==> src/rtl/div_pkg.sv <==
// Shared types and helpers for the sequential restoring divider.
package div_pkg;

    typedef enum logic [1:0] {
        IDLE = 2'd0,
        RUN  = 2'd1,
        DONE = 2'd2
    } state_t;

    // Iteration counter must be able to hold values 0..N.
    function automatic int unsigned cnt_width(input int unsigned n);
        return $clog2(n + 1);
    endfunction

endpackage

==> src/rtl/restoring_divider_seq_if.sv <==
// Start/done handshake and operand/result bundle for restoring_divider_seq.
interface restoring_divider_seq_if #(
    parameter int unsigned N = 4
) ();

    logic         start;
    logic [N-1:0] dividend;
    logic [N-1:0] divisor;
    logic         busy;
    logic         done;
    logic [N-1:0] quotient;
    logic [N-1:0] remainder;
    logic         div_by_zero;

    modport master (
        output start, dividend, divisor,
        input  busy, done, quotient, remainder, div_by_zero
    );

    modport slave (
        input  start, dividend, divisor,
        output busy, done, quotient, remainder, div_by_zero
    );

endinterface

==> src/rtl/restoring_divider_seq_addsub.sv <==
// W-bit add/subtract stage: sum = a + (b ^ {W{cin}}) + cin, carry-out exposed.
module addsub_stage #(
    parameter int unsigned W = 5
) (
    input  logic [W-1:0] a,
    input  logic [W-1:0] b,
    input  logic         cin,
    output logic [W-1:0] sum,
    output logic         cout
);

    logic [W-1:0] b_x;

    always_comb begin
        b_x         = b ^ {W{cin}};
        {cout, sum} = {1'b0, a} + {1'b0, b_x} + {{W{1'b0}}, cin};
    end

endmodule

==> src/rtl/restoring_divider_seq.sv <==
// Sequential N-bit unsigned restoring divider, one quotient bit per clock.
// Define DIV_ZERO_CHECK_EN to short-circuit divide-by-zero straight to DONE.
module restoring_divider_seq
    import div_pkg::*;
#(
    parameter int unsigned N = 4
) (
    input  logic                    clk,
    input  logic                    rst,
    restoring_divider_seq_if.slave  bus
);

    localparam int unsigned CW = cnt_width(N);

    state_t        state;
    state_t        next_state;

    logic [N-1:0]  q_reg;
    logic [N-1:0]  d_reg;
    logic [N:0]    r_reg;
    logic [CW-1:0] count;

    logic [N-1:0]  quotient_reg;
    logic [N-1:0]  remainder_reg;

    logic [N:0]    r_shift;
    logic [N:0]    t_val;
    logic          t_cout;
    logic [N:0]    r_next;
    logic [N-1:0]  q_next;
    logic          last_iter;

`ifdef DIV_ZERO_CHECK_EN
    logic          dz_reg;
    logic          zero_div;
`endif

    always_comb begin
        r_shift   = {r_reg[N-1:0], q_reg[N-1]};
        last_iter = (count == CW'(N - 1));
    end

    addsub_stage #(
        .W (N + 1)
    ) u_addsub (
        .a    (r_shift),
        .b    ({1'b0, d_reg}),
        .cin  (1'b1),
        .sum  (t_val),
        .cout (t_cout)
    );

    // T[N] set means the trial subtraction borrowed: keep the shifted remainder.
    always_comb begin
        r_next = t_val[N] ? r_shift : t_val;
        q_next = {q_reg[N-2:0], ~t_val[N]};
    end

`ifdef DIV_ZERO_CHECK_EN
    always_comb begin
        zero_div = (bus.divisor == '0);
    end
`endif

    always_ff @(posedge clk) begin
        if (rst) begin
            state <= IDLE;
        end else begin
            state <= next_state;
        end
    end

    always_comb begin
        next_state = state;
        case (state)
            IDLE: begin
                if (bus.start) begin
`ifdef DIV_ZERO_CHECK_EN
                    next_state = zero_div ? DONE : RUN;
`else
                    next_state = RUN;
`endif
                end
            end
            RUN: begin
                if (last_iter) begin
                    next_state = DONE;
                end
            end
            DONE:    next_state = IDLE;
            default: next_state = IDLE;
        endcase
    end

    always_ff @(posedge clk) begin
        if (rst) begin
            q_reg         <= '0;
            d_reg         <= '0;
            r_reg         <= '0;
            count         <= '0;
            quotient_reg  <= '0;
            remainder_reg <= '0;
`ifdef DIV_ZERO_CHECK_EN
            dz_reg        <= 1'b0;
`endif
        end else begin
            case (state)
                IDLE: begin
                    if (bus.start) begin
                        q_reg <= bus.dividend;
                        d_reg <= bus.divisor;
                        r_reg <= '0;
                        count <= '0;
`ifdef DIV_ZERO_CHECK_EN
                        if (zero_div) begin
                            quotient_reg  <= '1;
                            remainder_reg <= bus.dividend;
                            dz_reg        <= 1'b1;
                        end
`endif
                    end
                end
                RUN: begin
                    q_reg <= q_next;
                    r_reg <= r_next;
                    count <= count + 1'b1;
                    if (last_iter) begin
                        quotient_reg  <= q_next;
                        remainder_reg <= r_next[N-1:0];
`ifdef DIV_ZERO_CHECK_EN
                        dz_reg        <= 1'b0;
`endif
                    end
                end
                default: begin
                end
            endcase
        end
    end

    // While iterating, R < D keeps R[N] clear and makes carry-out the inverse of T[N].
    always_ff @(posedge clk) begin
        if (!rst && state == RUN) begin
            assert ((t_cout == ~t_val[N]) && !r_reg[N]);
        end
    end

    assign bus.busy      = (state == RUN);
    assign bus.done      = (state == DONE);
    assign bus.quotient  = quotient_reg;
    assign bus.remainder = remainder_reg;
`ifdef DIV_ZERO_CHECK_EN
    assign bus.div_by_zero = dz_reg;
`else
    assign bus.div_by_zero = 1'b0;
`endif

endmodule
==> src/flat_wrapper.sv <==
// flat-port wrapper written by rule: the top's interface ports become plain ports
module restoring_divider_seq_flat import div_pkg::*;
#(
    parameter int unsigned N = 4
)
  (clk, rst, bus_start, bus_dividend, bus_divisor, bus_busy, bus_done, bus_quotient, bus_remainder, bus_div_by_zero);
  restoring_divider_seq_if #(.N(N)) bus_i ();
  input  logic clk;
  input  logic rst;
  input wire logic [$bits(bus_i.start)-1:0] bus_start;
  input wire logic [$bits(bus_i.dividend)-1:0] bus_dividend;
  input wire logic [$bits(bus_i.divisor)-1:0] bus_divisor;
  output wire logic [$bits(bus_i.busy)-1:0] bus_busy;
  output wire logic [$bits(bus_i.done)-1:0] bus_done;
  output wire logic [$bits(bus_i.quotient)-1:0] bus_quotient;
  output wire logic [$bits(bus_i.remainder)-1:0] bus_remainder;
  output wire logic [$bits(bus_i.div_by_zero)-1:0] bus_div_by_zero;
  assign bus_i.start = bus_start;
  assign bus_i.dividend = bus_dividend;
  assign bus_i.divisor = bus_divisor;
  assign bus_busy = bus_i.busy;
  assign bus_done = bus_i.done;
  assign bus_quotient = bus_i.quotient;
  assign bus_remainder = bus_i.remainder;
  assign bus_div_by_zero = bus_i.div_by_zero;
  restoring_divider_seq #(.N(N)) u_core (.clk(clk), .rst(rst), .bus(bus_i));
endmodule
==> config.mk <==
export PLATFORM = sky130hd
export DESIGN_NAME = restoring_divider_seq_flat
export DESIGN_NICKNAME = d
export VERILOG_FILES = /design/src/rtl/div_pkg.sv /design/src/rtl/restoring_divider_seq_if.sv /design/src/rtl/restoring_divider_seq_addsub.sv /design/src/rtl/restoring_divider_seq.sv /design/src/flat_wrapper.sv
export SDC_FILE = /design/constraint.sdc
export NUM_CORES = 1
export LEC_CHECK = 0
export BUFFER_PORTS_ARGS = -buffer_cell sky130_fd_sc_hd__buf_2
export CAP_MARGIN = 20
export CORE_MARGIN = 5
export CORE_UTILIZATION = 53
export DETAILED_ROUTE_END_ITERATION = 7
export GPL_TIMING_DRIVEN = 0
export PLACE_DENSITY = 0.77
export SYNTH_ARGS = -nofsm -noshare
export SYNTH_HDL_FRONTEND = slang
export SYNTH_SLANG_ARGS = --single-unit
==> constraint.sdc <==
create_clock -name clk -period 2.35 [get_ports clk]
set_input_delay 0.705 -clock clk [delete_from_list [all_inputs] [get_ports clk]]
set_output_delay 0.705 -clock clk [all_outputs]
set_load 0.03 [all_outputs]
==> results of run 1 <==
worst min-delay path by stage:
| stage | endpoint | slack, ps | cells past startpoint |
|---|---|---|---|
| after floorplan | u_core.d_reg[2] | 440 | 2 |
| after detailed placement | u_core.bus.quotient[1] | 450 | 2 |
| after global routing | u_core.bus.quotient[1] | 480 | 2 |
| after global placement | u_core.bus.quotient[1] | 440 | 2 |
| final | u_core.bus.quotient[1] | 460 | 2 |
| after CTS | u_core.bus.quotient[1] | 460 | 2 |
through the flow:
stage | total power, mW | setup TNS (ps) | cells
6_report | 0.859 | 0 | 186
5_1_grt | 0.904 | -17.5 | 186
4_1_cts | 0.845 | 0 | 185
3_5_place_dp | 0.649 | 0 | 181
3_3_place_gp | 0.640 | 0 | 181
2_1_floorplan | 0.605 | 0 | 134
per-layer routing:
layer | wire [um] | GRT usage (%)
met1 | 1010 | 19.2
met2 | 1230 | 29.7
met3 | 225 | 4.59
met4 | 74 | 8.81
met5 | 0 | 0
synth_stat cells, types with 2 or more instances:
library cell   n  area [um2]
nand2b_1       2        12.5
clkbuf_1       5        18.8
a21oi_1       11        55.1
nor2b_1        2        12.5
a22o_1         4        35.0
a211oi_1       2        15.0
xnor2_1        2        17.5
mux2i_1        4        40.0
a311oi_1       3        26.3
ha_1           6        75.1
dfxtp_1       25         500
and2_1         2        12.5
nand2_1       28         105
o31ai_1        2        15.0
inv_1          6        22.5
nor2_1        19        71.3
kinds of logic after synthesis:
| group | Yosys count | share of synthesized area [%] |
|---|---|---|
| buf+inv | 13 | 4.59 |
| simple gates | 55 | 19.5 |
| compound gates | 26 | 16.2 |
| flops | 25 | 43.7 |
| other cells | 1 | 0.327 |
| mux | 4 | 3.49 |
| xor+xnor | 3 | 3.93 |
| fa+ha+maj | 7 | 8.30 |
power breakdown:
| part | total [mW] | internal (mW) | switching [mW] |
|---|---|---|---|
| logic | 0.199 | 0.0838 | 0.115 |
| registers | 0.460 | 0.444 | 0.0168 |
| clock network | 0.200 | 0.0641 | 0.136 |
| total | 0.859 | 0.592 | 0.267 |
final cells by class:
cell class | count | area (um2) | share of cell area, %
tap | 27 | 33.8 | 2.56
buffer | 6 | 26.3 | 1.99
timing repair buffer | 21 | 108 | 8.16
clock inverter | 1 | 5.00 | 0.380
multi-input combinational | 96 | 597 | 45.3
clock buffer | 3 | 22.5 | 1.71
inverter | 7 | 26.3 | 1.99
sequential | 25 | 500 | 38.0
critical path, stage by stage (launching register included):
cell and delay [ps]:
dfxtp_1 360, inv_1 70, ha_1 210, fa_1 420
nand2b_1 200, a21oi_4 190, xor2_4 280, mux2i_2 330
a22o_1 180
timing repair:
action,CTS,global route
setup buffers,0,1
endpoints found under the setup margin,0,2
gates resized for setup,0,1
==> metrics, run 1 <==
cell at the root of the clock tree clkbuf_4; sequential-to-total area share from yosys stat 43.7%; Worst Path Max Fanout 5; warnings from Yosys 0; maxcap violations 0; Avg WL per Cell 13.7 um; DR DRC count 0; #FFs+latches synth 25; largest net degree at the start of global routing 15; Cell Area, Synth 0.00115 mm2; Syn Inst Count 134; WHS 461 ps; reg2reg start u_core.q_reg[3]; H-tree Lvls 1; WP data required 2640 ps; Setup Slack @ Placement 79.0 ps; fin crit share 97.3%; CP Launch Point u_core.q_reg[3]; r2r endpoint u_core.r_reg[0]; HP Class reg2reg; global-route wire length before repair 4280 um; Layout area overhead 15.1%; Post-synth top flop dfxtp_1; TritonCTS Buffers 3; DRT Pass-1 Iters 4; number of flops mapped to enable cells by yosys 0; Antenna Nets Post-Route 0; CTS tree built; DRT Wirelength 2540 um; Tmin final 2290 ps; clk slew on worst S/H paths 140 ps; most frequent cells in the layout nand2_1 (28), dfxtp_1 (25), buf_2 (20), nor2_1 (19), a21oi_1 (11); worst skew pair latency 330 ps; final instance area 0.00132 mm2; layout cells sized above 1 18.9%; core box area 0.00200 mm2; post-place instance area 0.00128 mm2; Post-synth ARST share 0%; initial core utilization 57.2%; hold_sp u_core.bus.quotient[1]; Final Hold Viols 0; max-slew violations 0; # diodes 0; CTS Buffer Depth 2; most common cell after layout, fill and taps aside nand2_1; PortBufs 20; Worst Tran Pin Value 518 ps; die area 0.00319 mm2; VDD IR max 0.403 mV; die height 56.5 um; status completed; LEAKAGE 0.566 nW; Fmax 0.437 GHz; vias in the first global route 967; Arr. time, crit path 2570 ps; via count 1020; FP Rows 16; I/O pin count 22; Setup crit end u_core.r_reg[0]; GRT Total Usage 17.2%; Slew headroom 65.2%; Die W 56.5 um; Fillers 175; Syn Nets 152; crit end category flop; crit path kind reg2reg; HPWL after DPL 1930 um; First DRT Iteration DRCs 14; final-report setup violation count 0; initial antenna violation count 0; GP Congestion 0.802; pwr/cell area 651 mW/mm2; gr ovfl total 0; Yosys cell types 27; skew final 3.22 ps; slack of the critical path 63.1 ps; Reg2Reg Depth 8; R2R setup slack 60 ps; startpoint class of the critical path flop; Nets 178; Vias/cell 5.48; CTS Sinks 25; Util after Layout 65.9%; Avg Synthesized Cell Area 8.55 um2; hold buffer count at CTS 0
No activity file was read; power rests on OpenSTA's default activity.
==> run 2: changes to the inputs <==
--- a/config.mk
+++ b/config.mk
@@ -7,11 +7,13 @@
 export LEC_CHECK = 0
 export BUFFER_PORTS_ARGS = -buffer_cell sky130_fd_sc_hd__buf_2
 export CAP_MARGIN = 20
+export CELL_PAD_IN_SITES_DETAIL_PLACEMENT = 0
+export CELL_PAD_IN_SITES_GLOBAL_PLACEMENT = 2
 export CORE_MARGIN = 5
-export CORE_UTILIZATION = 53
+export CORE_UTILIZATION = 31
 export DETAILED_ROUTE_END_ITERATION = 7
 export GPL_TIMING_DRIVEN = 0
-export PLACE_DENSITY = 0.77
+export PLACE_DENSITY_LB_ADDON = 0.1
 export SYNTH_ARGS = -nofsm -noshare
 export SYNTH_HDL_FRONTEND = slang
 export SYNTH_SLANG_ARGS = --single-unit
==> run 2 against run 1 <==
Clock skew fell by 2.0 ps. First-iteration DRC count is 140% higher. Cell count up 11%. Worst hold slack got worse by 7.3 ps. Final area is 3.3% higher. Setup slack better by 34 ps. Power grew 5.9%.
==> metrics, run 2 (same netlist as run 1, synthesis figures left out) <==
status completed; initial antenna violation count 0 (unchanged); final-report setup violation count 0 (unchanged); global-route wire length before repair 4320 um (+0.96%); First DRT Iteration DRCs 34 (+20); Tmin final 2250 ps (-34.1 ps); maxcap violations 0 (unchanged); I/O pin count 22 (unchanged); crit end category flop; TritonCTS Buffers 3 (unchanged); Critical path buffers and inverters 1 (unchanged); Reg2Reg Depth 8 (unchanged); most common cell after layout, fill and taps aside nand2_1; CP Cell Sequence inv_1, ha_1, fa_1, nand2b_1, a21oi_4, xor2_4, mux2i_1, a211oi_1; worst skew pair latency 260 ps (-70 ps); Int Pwr 647 uW (+9.4%); Crit path largest cell delay 400 ps (-20 ps); FP Rows 22 (+6); Final Hold Viols 0 (unchanged); skew final 1.21 ps (-2.01 ps); Nets 178 (unchanged); Layout area overhead 18.9%; CTS Sinks 25 (unchanged); H-tree Lvls 1 (unchanged); CTS Buffer Depth 2 (unchanged); r2r endpoint u_core.bus.remainder[2]; pwr/cell area 668 mW/mm2 (+2.5%); Slew headroom 63.3% (-1.9 points); most frequent cells in the layout nand2_1 (28), dfxtp_1 (25), buf_2 (20), nor2_1 (19), a21oi_1 (11); Worst Path Max Fanout 5 (unchanged); startpoint class of the critical path flop; # diodes 0 (unchanged); Levels on crit path 8 (unchanged); DR DRC count 0 (unchanged); GP Congestion 0.716 (-11%); crit path kind reg2reg; part of the power in registers 50.5% (-3.1 points); largest net degree at the start of global routing 14 (-1); Fillers 402 (+130%); Finished Layout Cells 207 (+11%); Die W 70.8 um (+25%); max-slew violations 0 (unchanged); VDD IR max 0.232 mV (-42%); LEAKAGE 0.571 nW (+0.89%); HPWL after DPL 1970 um (+2.3%); gr ovfl total 0 (unchanged); Setup TNS 0 ps (unchanged); reg2reg start u_core.q_reg[3]; initial core utilization 31.5% (-26 points); Vias/cell 4.60 (-16%); R2R setup slack 100 ps (+30 ps); Sw Share 28.8% (-2.3 points); PortBufs 20 (unchanged); vias in the first global route 895 (-7.4%); via count 952 (-6.7%); clk slew on worst S/H paths 90 ps (-50 ps); clock share of power 28.0% (+4.7 points); WP data required 2480 ps (-160 ps); DRT Wirelength 2560 um (+0.79%); fin crit share 95.9% (-1.5 points); layout cells sized above 1 18.2% (-0.63 points); Arr. time, crit path 2390 ps (-180 ps); die area 0.00501 mm2 (+57%); placed cells 202 (+12%); Fmax 0.444 GHz (+1.5%); Switch Pwr 262 uW (-1.9%); Antenna Nets Post-Route 0 (unchanged); CTS tree built; Setup crit end u_core.bus.remainder[2]; cell at the root of the clock tree clkbuf_8; Top delay family on crit path adder cells; DRT Pass-1 Iters 4 (unchanged); Worst Tran Pin Value 546 ps (+28.8 ps); die height 70.8 um (+25%); hold buffer count at CTS 0 (unchanged); HP Class reg2reg; GRT Total Usage 10.7% (-6.5 points); Avg WL per Cell 12.4 um (-9.4%); Comb power frac 21.5% (-1.6 points); CP Launch Point u_core.q_reg[3]; crit path max-delay cell type fa_1; core box area 0.00363 mm2 (+81%)
-- run 2: changes by cell type in the layout (fill, tap and decap cells not counted), sizes merged --
cell and change:
clkbuf +1, clkinv -1
-- run 2: how the worst min path moves through the flow --
stage / startpoint / to / slack (ps) / depth (start not counted)
floorplan: u_core.d_reg[2] / u_core.d_reg[2] / 440 / 2
global placement: u_core.bus.quotient[1] / u_core.bus.quotient[1] / 440 / 2
CTS: u_core.bus.quotient[0] / u_core.bus.quotient[0] / 460 / 2
finish: u_core.bus.quotient[0] / u_core.bus.quotient[0] / 450 / 2
detailed placement: u_core.bus.quotient[0] / u_core.bus.quotient[0] / 440 / 2
global route: u_core.bus.quotient[0] / u_core.bus.quotient[0] / 470 / 2
-- run 2: power by group through the flow --
stage          clock network (mW)  logic (mW)  registers [mW]
3_3_place_gp                    0       0.183           0.469
2_1_floorplan                   0       0.139           0.465
5_1_grt                     0.280       0.218           0.463
3_5_place_dp                    0       0.185           0.469
6_report                    0.254       0.196           0.460
4_1_cts                     0.267       0.186           0.459
-- run 2: area by class of cell --
type                       count  area, um2  share of cell area, %
inverter                       7       26.3                   1.93
sequential                    25        500                   36.7
timing repair buffer          21        108                   7.90
tap                           48       60.1                   4.41
buffer                         6       26.3                   1.93
multi-input combinational     96        597                   43.8
clock buffer                   4       45.0                   3.31
-- run 2: timing repair --
action | in CTS | in global routing
setup buffers | 0 | 1
endpoints found under the setup margin | 0 | 5
resized for setup | 0 | 1
-- run 2: per-layer routing --
layer	vias up	share of wire (%)	track usage, %	routed length [um]
met5	-	0	0	0
met1	436	52	15.4	1330
met3	2	5.4	2.27	137
met4	0	0.66	3.13	17
li1	495	-	-	-
met2	19	42	16.1	1080
-- run 2: metrics by stage --
step	setup WS (ps)	hold WS, ps	cell area [um2]	util (%)	power [mW]
finish	97.2	454	1360	37.5	0.910
CTS	56.9	457	1350	37.2	0.912
global placement	87.5	442	1310	36.0	0.652
floorplan	362	436	1150	-	0.605
global route	-1.52	472	1360	37.5	0.961
detailed placement	79.1	444	1310	36.0	0.654
-- run 2: worst reg2reg max path, delay by kind of cell, from the launching register on --
kind | cells | cell delay [ps]
xor+xnor | 1 | 280
fa+ha+maj | 2 | 620
mux | 1 | 330
flops | 1 | 330
simple gates | 1 | 200
compound gates | 2 | 300
buf+inv | 1 | 60
